--- config.mk ---
export PLATFORM = sky130hd
export DESIGN_NAME = exec_writeback_unit
export DESIGN_NICKNAME = d
export VERILOG_FILES = /design/src/rtl/exec_writeback_unit.sv
export SDC_FILE = /design/constraint.sdc
export NUM_CORES = 1
export LEC_CHECK = 0
export CAP_MARGIN = 30
export CORE_MARGIN = 2
export CORE_UTILIZATION = 45
export DETAILED_ROUTE_END_ITERATION = 16
export PLACE_DENSITY_LB_ADDON = 0.05
export SETUP_SLACK_MARGIN = 0.4
export SYNTH_ARGS = -nofsm -noshare
export SYNTH_HDL_FRONTEND = slang
export SYNTH_SLANG_ARGS = --single-unit
--- constraint.sdc ---
create_clock -name clk -period 3.3 [get_ports clk]
set_input_delay 0.66 -clock clk [delete_from_list [all_inputs] [get_ports clk]]
set_output_delay 0.66 -clock clk [all_outputs]
set_load 0.005 [all_outputs]
--- src/rtl/exec_writeback_unit.sv ---
// Multi-cycle execute/writeback sequencer driving a 4-entry x 4-bit register file.
// Each instruction walks IDLE -> READ -> EXEC -> WB, so one instruction completes every 4 cycles.
module exec_writeback_unit (
    input  logic       clk,
    input  logic       rst,
    input  logic [7:0] instr,
    input  logic       instr_valid,
    output logic       instr_ready,
    output logic [1:0] rs,
    output logic [1:0] rt,
    input  logic [3:0] crs,
    input  logic [3:0] crt,
    output logic [1:0] rw,
    output logic [3:0] dw,
    output logic       rwe,
    output logic       zero,
    output logic       carry,
    output logic       busy
);

    typedef enum logic [1:0] {
        IDLE = 2'd0,
        READ = 2'd1,
        EXEC = 2'd2,
        WB   = 2'd3
    } state_t;

    localparam logic [1:0] OP_ADD = 2'b00;
    localparam logic [1:0] OP_SUB = 2'b01;
    localparam logic [1:0] OP_AND = 2'b10;
    localparam logic [1:0] OP_LDI = 2'b11;

    state_t     state_reg;
    logic [1:0] op_reg;
    logic [1:0] rd_reg;
    logic [1:0] rs_reg;
    logic [1:0] rt_reg;
    logic [3:0] a_reg;
    logic [3:0] b_reg;
    logic [1:0] rw_reg;
    logic [3:0] dw_reg;
    logic       rwe_reg;
    logic       zero_reg;
    logic       carry_reg;
    logic       busy_reg;

    logic       accept;
    logic [4:0] sum_next;
    logic [4:0] diff_next;
    logic [3:0] result_next;
    logic       carry_next;

    assign instr_ready = (state_reg == IDLE);
    assign accept      = instr_valid && instr_ready;

    // Both the sum and the difference are extended by one bit so bit 4
    // directly yields the ADD carry-out and the unsigned SUB borrow.
    always_comb begin
        sum_next    = {1'b0, a_reg} + {1'b0, b_reg};
        diff_next   = {1'b0, a_reg} - {1'b0, b_reg};
        result_next = 4'b0000;
        carry_next  = 1'b0;
        case (op_reg)
            OP_ADD: begin
                result_next = sum_next[3:0];
                carry_next  = sum_next[4];
            end
            OP_SUB: begin
                result_next = diff_next[3:0];
                carry_next  = diff_next[4];
            end
            OP_AND: begin
                result_next = a_reg & b_reg;
                carry_next  = 1'b0;
            end
            OP_LDI: begin
                // The immediate travels in the ra/rb fields, which live on in rs/rt.
                result_next = {rs_reg, rt_reg};
                carry_next  = 1'b0;
            end
            default: begin
                result_next = 4'b0000;
                carry_next  = 1'b0;
            end
        endcase
    end

    always_ff @(posedge clk) begin
        if (rst) begin
            state_reg <= IDLE;
            op_reg    <= 2'b00;
            rd_reg    <= 2'b00;
            rs_reg    <= 2'b00;
            rt_reg    <= 2'b00;
            a_reg     <= 4'b0000;
            b_reg     <= 4'b0000;
            rw_reg    <= 2'b00;
            dw_reg    <= 4'b0000;
            rwe_reg   <= 1'b0;
            zero_reg  <= 1'b0;
            carry_reg <= 1'b0;
            busy_reg  <= 1'b0;
        end else begin
            rwe_reg <= 1'b0;
            case (state_reg)
                IDLE: begin
                    if (accept) begin
                        op_reg    <= instr[7:6];
                        rd_reg    <= instr[5:4];
                        rs_reg    <= instr[3:2];
                        rt_reg    <= instr[1:0];
                        busy_reg  <= 1'b1;
                        state_reg <= READ;
                    end
                end
                READ: begin
                    a_reg     <= crs;
                    b_reg     <= crt;
                    state_reg <= EXEC;
                end
                EXEC: begin
                    dw_reg    <= result_next;
                    zero_reg  <= (result_next == 4'b0000);
                    carry_reg <= carry_next;
                    rw_reg    <= rd_reg;
                    rwe_reg   <= 1'b1;
                    state_reg <= WB;
                end
                WB: begin
                    // The register file commits on this edge, so the next READ sees it.
                    busy_reg  <= 1'b0;
                    state_reg <= IDLE;
                end
                default: begin
                    busy_reg  <= 1'b0;
                    state_reg <= IDLE;
                end
            endcase
        end
    end

    assign rs    = rs_reg;
    assign rt    = rt_reg;
    assign rw    = rw_reg;
    assign dw    = dw_reg;
    assign rwe   = rwe_reg;
    assign zero  = zero_reg;
    assign carry = carry_reg;
    assign busy  = busy_reg;

endmodule

==> results.toml <==
[status]
outcome = "completed"

[power]
p_leak_nw = 0.709
comb_power_share = 0.469
p_total_mw = 1.24
p_switching_mw = 0.456
swShare = 0.367
powerDensity_nw_per_um2 = 680
intPower_mw = 0.785
pwr-share-clk = 0.134
ir_drop_v = 0.000430
p_seq_frac = 0.397

[sta]
fin_setup_tns_ps = 0
fmax_ghz = 0.411
min_period_over_period = 0.738
hold-worst-slack_ps = 467
slew_viol_final = 0
fin_worst_skew_ps = 4.64
period_needed_ps = 2440
max_slew.worst_pin.slew_ps = 571
setup_slack_ps = 865
rsz0062_at_grt = "false"
hold_viol = 0
slew_headroom = 0.619
setup_viol = 0

[cts]
cts_setup_buffers = 0
clock_path_buffers = 2
htreeDepth = 1
clock_sinks = 28
hold_buffers = 0
cts-resized-gates = 0
tritoncts = "built"
root_buffer = "clkbuf_4"
insertion_delay_ps = 330
numCtsBuffers = 3
clk_transition_reported_paths_ps = 150

[critical_path]
cp_top_family = "buffers and inverters"
path_cells = "inv_1, ha_1, clkdlybuf4s50_1"
required_ps = 2640
slowest_stage = "clkdlybuf4s50_1"
rrSetupSlack_ps = 970
worstPathMaxFanout = 13
crit_type = "register to output pin"
end_kind = "output pin"
cp-start-kind = "register"
cpPeakStageDelay_ps = 580
crit_arrival_ps = 1780
crit_buf_inv = 2

[global_route]
grt_pass1_vias = 1091
grt_pass1_wl_mm = 4.75
grt_usage = 0.171
grt-ovfl-total = 0
antenna_found_initial = 0
grt_max_degree = 30

[yosys]
yosysWarnings = 0
netlist_area_um2 = 1460
seq_area_frac_synth = 0.383
syn_inst = 160
synth-seq-cells = 28
syn_nets = 193
avgSynthCellArea_um2 = 9.15
synth.distinct_cells = 28

[floorplanning]
die_w_um = 61.0
die-height_um = 61.0
start_util = 0.476
dieArea_um2 = 3730
rows = 20
core_area_um2 = 3080
pin_count = 34

[route]
avgRoutedWirePerCell_um = 12.4
via_count = 1163
wl_mm = 2.89
routed_via_density = 4.99
drc = 0
drt_iter0_drc = 44
final_antenna_net_count = 0
first_pass_iters = 4

[final_layout]
area_growth_pct = 24.6
fillers = 285
instances_no_fill = 233
fin_area_um2 = 1820
post-route-util = 0.593
antenna_cells = 0
nets = 223
drive_above_1_share = 0.0370

[placed_design]
pre_cts_ws_ps = 996
io_buffers = 33
dp_hpwl_mm = 2.24
placedCellCount = 229
dpl_cell_area_um2 = 1790
gp_congestion = 0.844

[worst_hold_path]
min_path_type = "register to register"

[job]
maxCapViolCount = 0
worst register-to-register path, cell delays in order, from the launching register on:
cell and delay (ps):
dfxtp_1 380, inv_1 50, ha_1 220, fa_1 480, inv_1 30, mux4_2 450, or4_1 500, o32ai_1 140
path summary, 6_finish.rpt:
kind,startpoint,end,cells after the start
hold reg to reg,rd_reg[0]$_SDFFE_PP0P_,rd_reg[0]$_SDFFE_PP0P_,2
setup / recovery,state_reg[0]$_SDFFE_PP0P_,instr_ready,3
setup reg to reg,a_reg[0]$_SDFFE_PP0N_,zero$_SDFFE_PP0P_,7
hold / removal,rd_reg[0]$_SDFFE_PP0P_,rd_reg[0]$_SDFFE_PP0P_,2
routing by layer:
metal / vias to the layer above / track usage / wire length [um] / part of all wire
met5: - / 0 / 0 / 0
li1: 600 / - / - / -
met4: 0 / 0.0559 / 43 / 0.015
met2: 30 / 0.272 / 1370 / 0.47
met1: 527 / 0.224 / 1350 / 0.47
met3: 6 / 0.0483 / 128 / 0.044
power by group through the flow:
stage | registers (mW) | clock network (mW) | logic, mW
2_1_floorplan | 0.481 | 0 | 0.425
3_3_place_gp | 0.497 | 0 | 0.574
3_5_place_dp | 0.501 | 0 | 0.587
4_1_cts | 0.494 | 0.170 | 0.589
5_1_grt | 0.506 | 0.186 | 0.662
6_report | 0.493 | 0.166 | 0.582
Yosys cell counts, drive strengths merged:
cell,count,share of area
dfxtp,28,0.38
nor2,22,0.056
mux2i,18,0.12
a21oi,12,0.041
ha,12,0.10
nand2,12,0.031
inv,11,0.028
nand3,8,0.027
clkbuf,7,0.032
o21ai,4,0.014
nand2b,3,0.013
nor2b,3,0.013
nor3,3,0.010
a211oi,2,0.010
buf,2,0.015
fa,2,0.027
a22oi,1,0.0051
and4,1,0.0060
mux2,1,0.0077
mux4,1,0.015
nand4b,1,0.0060
o211ai,1,0.0051
o21a,1,0.0051
o31a,1,0.0060
o32ai,1,0.0060
or4,1,0.0051
xnor2,1,0.0060
cell type report:
class	count	area, um^2	area share
Multi-Input combinational cell	112	793	0.435
Clock buffer	4	36.3	0.0199
Inverter	11	41.3	0.0226
Timing Repair Buffer	34	338	0.185
Sequential cell	28	561	0.307
Tap cell	44	55.1	0.0302
cells in the final DEF (no fill, tap or decap):
cell type        count
mux4_2               1
clkbuf_8             1
nand2_1             12
nand4b_1             1
nor2b_1              3
ha_1                12
o211ai_1             1
o21a_1               1
or4_1                1
clkbuf_4             3
nor2_1              22
o31a_1               1
nand2b_1             3
xnor2_1              1
a21oi_1             12
clkdlybuf4s50_1     33
dfxtp_1             28
and4_1               1
nand3_1              8
a22oi_1              1
mux2_2               1
nor3_1               3
mux2i_1             18
fa_1                 2
o32ai_1              1
o21ai_0              4
inv_1               11
a211oi_1             2
buf_4                1
logic make-up after synthesis:
family / count (synthesis) / share of synthesized area
compound gates: 23 / 0.0923
simple gates: 54 / 0.168
fa+ha+maj: 14 / 0.130
xor+xnor: 1 / 0.00598
flops: 28 / 0.383
mux: 20 / 0.146
buf+inv: 20 / 0.0752
No activity file was read; power rests on OpenSTA's default activity.
